==> config.mk <==
export PLATFORM = sky130hd
export DESIGN_NAME = hs_byte_packer
export DESIGN_NICKNAME = d
export VERILOG_FILES = /design/src/rtl/hs_pkg.sv /design/src/rtl/hs_byte_packer.sv
export SDC_FILE = /design/constraint.sdc
export NUM_CORES = 1
export LEC_CHECK = 0
export CAP_MARGIN = 20
export CORE_MARGIN = 2
export CORE_UTILIZATION = 35
export CTS_CLUSTER_DIAMETER = 40
export DETAILED_ROUTE_END_ITERATION = 10
export SKIP_LAST_GASP = 1
export SYNTH_ARGS = -nofsm -noshare
export SYNTH_HDL_FRONTEND = slang
export SYNTH_SLANG_ARGS = --single-unit
==> constraint.sdc <==
create_clock -name clk -period 3.69 [get_ports clk]
set_input_delay 0.9225 -clock clk [delete_from_list [all_inputs] [get_ports clk]]
set_output_delay 0.9225 -clock clk [all_outputs]
set_load 0.1 [all_outputs]
==> src/rtl/hs_pkg.sv <==
// Shared constants and state type for the byte packer.
// Lane-count legality helper is used for elaboration-time parameter checks.
package hs_pkg;

    localparam int unsigned DEF_WORD_WIDTH = 8;
    localparam int unsigned DEF_LANES      = 4;

    typedef enum logic {
        EMPTY = 1'b0,
        FILL  = 1'b1
    } state_t;

    // Legal lane counts are powers of two from 2 to 8.
    function automatic bit lanes_legal(input int unsigned n);
        return (n == 2) || (n == 4) || (n == 8);
    endfunction

endpackage

==> src/rtl/hs_byte_packer.sv <==
// Packs narrow upstream beats into LANES-wide words with a keep mask.
// A packet's last beat closes a partial word; output is a single register stage.
module hs_byte_packer
    import hs_pkg::*;
#(
    parameter int unsigned WORD_WIDTH = DEF_WORD_WIDTH,
    parameter int unsigned LANES      = DEF_LANES
) (
    input  logic                          clk,
    input  logic                          rst_n,
    input  logic                          up_valid,
    input  logic [WORD_WIDTH-1:0]         up_data,
    input  logic                          up_last,
    output logic                          up_ready,
    output logic                          down_valid,
    output logic [WORD_WIDTH*LANES-1:0]   down_data,
    output logic [LANES-1:0]              down_keep,
    output logic                          down_last,
    input  logic                          down_ready,
    output logic [15:0]                   words_sent
);

    localparam int unsigned DW = WORD_WIDTH * LANES;
    localparam int unsigned CW = (LANES > 1) ? $clog2(LANES) : 1;

    if (!lanes_legal(LANES)) begin : g_lanes_check
        $error("hs_byte_packer: LANES must be 2, 4 or 8");
    end
    if (WORD_WIDTH < 1) begin : g_width_check
        $error("hs_byte_packer: WORD_WIDTH must be at least 1");
    end

    state_t             state;
    logic [CW-1:0]      cnt;
    logic [DW-1:0]      acc_data;
    logic [LANES-1:0]   acc_keep;

    logic               up_fire;
    logic               down_fire;
    logic               closing;
    logic [DW-1:0]      merged_data;
    logic [LANES-1:0]   merged_keep;

    // Ready only when the output register is free or draining this cycle.
    assign up_ready  = rst_n && (!down_valid || down_ready);
    assign up_fire   = up_valid && up_ready;
    assign down_fire = down_valid && down_ready;
    assign closing   = up_fire && ((cnt == CW'(LANES - 1)) || up_last);

    // Accumulator with the incoming beat dropped into lane cnt.
    always_comb begin
        merged_data = (state == FILL) ? acc_data : '0;
        merged_keep = (state == FILL) ? acc_keep : '0;
        for (int i = 0; i < int'(LANES); i++) begin
            if (cnt == CW'(i)) begin
                merged_data[i*WORD_WIDTH +: WORD_WIDTH] = up_data;
                merged_keep[i]                          = 1'b1;
            end
        end
    end

    always_ff @(posedge clk) begin
        if (!rst_n) begin
            state      <= EMPTY;
            cnt        <= '0;
            acc_data   <= '0;
            acc_keep   <= '0;
            down_valid <= 1'b0;
            down_data  <= '0;
            down_keep  <= '0;
            down_last  <= 1'b0;
            words_sent <= '0;
        end else begin
            if (down_fire) begin
                words_sent <= words_sent + 16'd1;
            end

            if (closing) begin
                // New word replaces any word leaving this edge: no bubble.
                down_valid <= 1'b1;
                down_data  <= merged_data;
                down_keep  <= merged_keep;
                down_last  <= up_last;
                state      <= EMPTY;
                cnt        <= '0;
                acc_data   <= '0;
                acc_keep   <= '0;
            end else begin
                if (down_fire) begin
                    down_valid <= 1'b0;
                end
                if (up_fire) begin
                    state    <= FILL;
                    cnt      <= cnt + CW'(1);
                    acc_data <= merged_data;
                    acc_keep <= merged_keep;
                end
            end
        end
    end

endmodule

* After elaboration in Yosys (flattened, before gate mapping)
Index checks and enable logic that the tools add are counted.
Word-level totals: register bits 93, input port bits 13, output and inout bits 55
Cells by class: add/sub/neg operators 2, equal/unequal tests 3, mux-type cells 12, bitwise logic cells 1, reduce and logical (&&, ||, !) cells 10
Operator list (number):
- two-way mux 32 bit | 1
- two-way mux 8 bit | 4
- adder 16 x 1 -> 16 bit, second input constant | 1
- two-way mux 1 bit | 6
- equality test 2 bit, second input constant | 2
- logical AND 1 bit | 4
- two-way mux 4 bit | 1
- adder 2 x 1 -> 2 bit, second input constant | 1
- equality test 2 x 1 -> 1 bit, second input constant | 1
- zero test 2 bit | 1
- logical OR 1 bit | 2
- nonzero test 2 bit | 1
- OR reduction 2 bit | 1
- zero test 1 bit | 1
- NOT 1 bit | 1

* Longest topological paths before layout
word-level depth 6, mapped depth 7, depth with buffers taken out 5

* Worst setup path after synthesis
OpenSTA, ideal clock, no wires.
kind input to output, start point input port rst_n, end point output port up_ready, data arrival time 2454 ps, data required time 2768 ps, path slack 313 ps, stages 3, path buffers 1, path through inv_2 buf_1 nor2_1
On the way: cells in the longest elaborated chain, start to end 1
RTL lines:
- start, declared | line hs_byte_packer.sv:10 | input logic rst_n,
- logical AND 1 bit | line hs_byte_packer.sv:45 | assign up_ready = rst_n && (!down_valid || down_ready);
- end, declared | line hs_byte_packer.sv:14 | output logic up_ready,
No other way between the ends.

* Worst setup path after layout
Same ends and word-level chain as after synthesis.

==> metrics.csv <==
stage,metric,value,unit
job,Maximum Capacitance Violations,0,
clocking,CTS Root Buffer Type,clkbuf_16,
grt,total routing usage reported by global routing,15.82,%
grt,vias in the first global route,3137,
setup_path,cell family with the largest share of critical-path delay,buffers and inverters,
die,core box area,11270,um2
sta,transition time of the tightest slew-check pin,1010,ps
final_layout,end-of-flow core utilization,44.34,%
clocking,H-tree Lvls,3,
power_and_ir_drop,Internal Dissipation,1.702,mW
setup_path,CP Buf/Inv Count,3,
route,max layer used,met4,
sta,total count of hold-check failures in the final report,0,
clocking,maximum root-to-sink buffer count,2,
setup_path,Slowest cell on crit path,clkdlybuf4s50_1,
sta,number of failing setup endpoints in the final timing report,0,
final_layout,Post-Layout Inst Area,4999,um2
sta,Pins Over Slew Limit,0,
sta,final critical-path share of the clock period,80.86,%
clocking,total of cells resized after clock tree synthesis,0,
power_and_ir_drop,Reg power frac,44.4,%
setup_path,worst reg2reg path depth,6,
clocking,number of sinks driven by the clock tree,93,
die,io pins,68,
final_layout,layout cell share with drive strength beyond 1,17.25,%
setup_path,data required time of the worst path,2770,ps
synthesis,number of warnings printed during yosys synthesis,0,
setup_path,classification of the worst setup path,in2out,
synthesis,portion of synthesized cell area occupied by the leading cell type,46.62,%
setup_path,worst reg-to-reg setup slack,1600,ps
synthesis,dominant synthesized flop cell,dfxtp_1,
synthesis,ranking of synthesized cells by area,"dfxtp_1, a211oi_2, nor2_1",
setup_path,kind of start point of the critical path,input pin,
worst_hold_path,Hold Path Depth,2,
route,DR vias,3317,
synthesis,sequential-to-total area share from yosys stat,46.62,%
synthesis,post-synthesis sequential element count,93,
setup_path,critical-path cell list,"clkdlybuf4s50_1, inv_2, nor2_1, buf_12",
setup_path,data arrival time of the critical path,2060,ps
place,hpwl dp,6211,um
route,mean routed wirelength per cell,14.21,um
route,met2 layer wire length in the routed design,4310,um
die,die height,110.8,um
synthesis,library cell occupying the most area in the post-synthesis netlist,dfxtp_1,
final_layout,layout overhead on the synthesized area,25.16,%
synthesis,Avg Inst Size Synth,8.607,um2
synthesis,library cell with the highest instance count after synthesis,nor2_1,
place,port bufs,67,
final_layout,final antenna diode count,0,
sta,headroom to the max-slew limit,32.47,%
route,antenna-violating nets left,0,
sta,Total Negative Setup Slacks,0,ps
sta,maximum clock rate,335.2,MHz
route,number of detailed-routing iterations run before antenna repair,4,
die,number of rows created at floorplan,39,
clocking,Num CTS Buffers,9,
synthesis,fraction of synthesis flops using an asynchronous set or reset pin,0,%
synthesis,most used standard cells in the synthesized netlist,"nor2_1, dfxtp_1, nand2_1, a21oi_1, a211oi_2",
clocking,"CTS clk-pin slew, worst paths",70,ps
route,Starting DRT DRC Count,149,
setup_path,crit-path max cell delay,620,ps
place,dpl cell area,4691,um2
place,final weighted congestion in routability-driven placement,0.7861,
grt,wire length of the first global-routing pass,15830,um
power_and_ir_drop,worst supply voltage drop on vdd,0.2104,mV
worst_hold_path,Min-Delay Startpoint,words_sent[15]$_SDFFE_PN0P_,
route,number of vias per cell,5.033,
power_and_ir_drop,overall power after layout,2.417,mW
setup_path,launch point of the worst reg-to-reg path,cnt[0]$_SDFFE_PP0P_,
sta,shortest period the worst path allows,2984,ps
power_and_ir_drop,net switching power figure,0.7157,mW
die,die outline area,12280,um2
setup_path,end of the worst register-to-register path,down_keep[3]$_SDFFE_PN0P_,
final_layout,nets@finish,529,
setup_path,"Max FO, Critical Path",8,
synthesis,number of enable-type register cells in the synthesized netlist,0,
die,initial core utilization,35.43,%
grt,antenna violations before repair,0,
grt,maximum number of pins on one net before global-route repair,72,
worst_hold_path,capture endpoint of the worst hold path,words_sent[15]$_SDFFE_PN0P_,
synthesis,Syn Nets,482,
route,Total Wirelength,9367,um
power_and_ir_drop,leak pwr,1.710,nW
power_and_ir_drop,PD cells,483.6,nW/um2
clocking,clock tree from TritonCTS,yes,
setup_path,endpoint class of the critical path,primary output,
clocking,post-CTS repair timing setup buffer count,0,
grt,Congestion Overflow GR,0,
route,DRC errors left,0,
sta,RSZ-0062 raised after global routing,no,
die,Die X,110.8,um
sta,maximum clock skew at final layout,8.866,ps
route,met1 WL,4372,um
power_and_ir_drop,Gate power share,16.4,%
clocking,Post-CTS Hold Buffers,0,
synthesis,post-synthesis instance area,3994,um2
outcome,result of the run,"complete, no violations",
power_and_ir_drop,share of power burned in the clock network,39.1,%
worst_hold_path,min-delay worst type,reg2reg,
clocking,later-pin clock latency in the skew report,340,ps
power_and_ir_drop,net switching fraction of the power,29.61,%
route,detailed-routed wire length on met3,558,um
synthesis,Post-Synthesis Cells,464,
synthesis,Yosys cell types,32,
## power groups by stage
| stage | sequential [mW] | combinational [mW] | clock [mW] |
|---|---|---|---|
| after floorplan | 1.24 | 0.155 | 0 |
| after global placement | 1.10 | 0.396 | 0 |
| after detailed placement | 1.10 | 0.399 | 0 |
| after CTS | 1.07 | 0.401 | 0.970 |
| after global routing | 1.08 | 0.424 | 1.02 |
| final | 1.07 | 0.398 | 0.946 |
## kinds of logic (layout without fill, tap and decap cells)
logic type               count (synthesis)  count (layout)  share of synthesized area (%)
AND/OR/NAND/NOR                        187             187                          19.64
AO/OA/AOI/OAI                          121             121                          23.97
multiplexers                             2               2                         0.5013
flip-flops                              93              93                          46.62
buffers and inverters                   44              96                          5.075
adder cells (fa/ha/maj)                  5               5                          1.566
XOR/XNOR                                12              12                          2.632
## cell usage in the layout, fill, tap and decap left out, types with 3 or more instances in the layout
cell and instances:
inv_6 3, and2_1 8, nor2_1 113, ha_1 5
dfxtp_1 93, buf_12 3, nand2_1 38, nand3_1 9
nor3_1 4, xnor2_1 10, nand2b_1 3, a21oi_1 37
clkbuf_16 9, a31oi_1 8, o21ai_0 7, inv_1 5
a211oi_2 34, a211oi_1 33, nand4_1 3, nor4_1 4
buf_4 32, clkdlybuf4s50_1 38
## how the worst max path moves through the flow
stage | from | to | slack, ps | cells after the start
2_1_floorplan | rst_n | up_ready | 310 | 3
6_report | rst_n | up_ready | 710 | 4
4_1_cts | rst_n | up_ready | 710 | 4
5_1_grt | down_ready | up_ready | 640 | 4
3_5_place_dp | down_ready | up_ready | 720 | 4
3_3_place_gp | rst_n | up_ready | 720 | 4
## metrics by stage
stage / std cells / hold slack, ps / setup slack [ps]
global route: 659 / 515.9 / 639.7
detailed placement: 643 / 471.5 / 723.4
floorplan: 464 / 449.6 / 313.0
finish: 659 / 483.1 / 706.3
CTS: 659 / 484.4 / 706.1
global placement: 643 / 456.8 / 717.2
## per-layer routing
| layer | GRT usage (%) | vias to the layer above |
|---|---|---|
| met5 | 0 | - |
| met4 | 5.333 | 0 |
| met3 | 4.319 | 7 |
| met2 | 24.50 | 72 |
| met1 | 21.36 | 1542 |
| li1 | - | 1696 |
## flip-flops by register name, summed over array words and instances (netlist names)
name	flops
cnt	2
acc_data	32
acc_keep	4
state	1
words_sent	16
down_data	32
down_valid	1
down_keep	4
down_last	1
## worst reg2reg max path, delay by kind of cell (launching register included)
family	cells	cell delay (ps)
AO/OA/AOI/OAI	1	250
adder cells (fa/ha/maj)	1	400
buffers and inverters	1	360
flip-flops	1	410
AND/OR/NAND/NOR	3	580
## cell type report
| class | count | area [um2] |
|---|---|---|
| clock buffer | 10 | 239.0 |
| timing repair buffer | 73 | 680.7 |
| fill | 1106 | 6274 |
| multi-input combinational | 327 | 1943 |
| clock inverter | 6 | 68.82 |
| inverter | 7 | 26.28 |
| sequential | 93 | 1862 |
| tap | 143 | 178.9 |
Note: power is estimated with default switching activity, not from simulation.
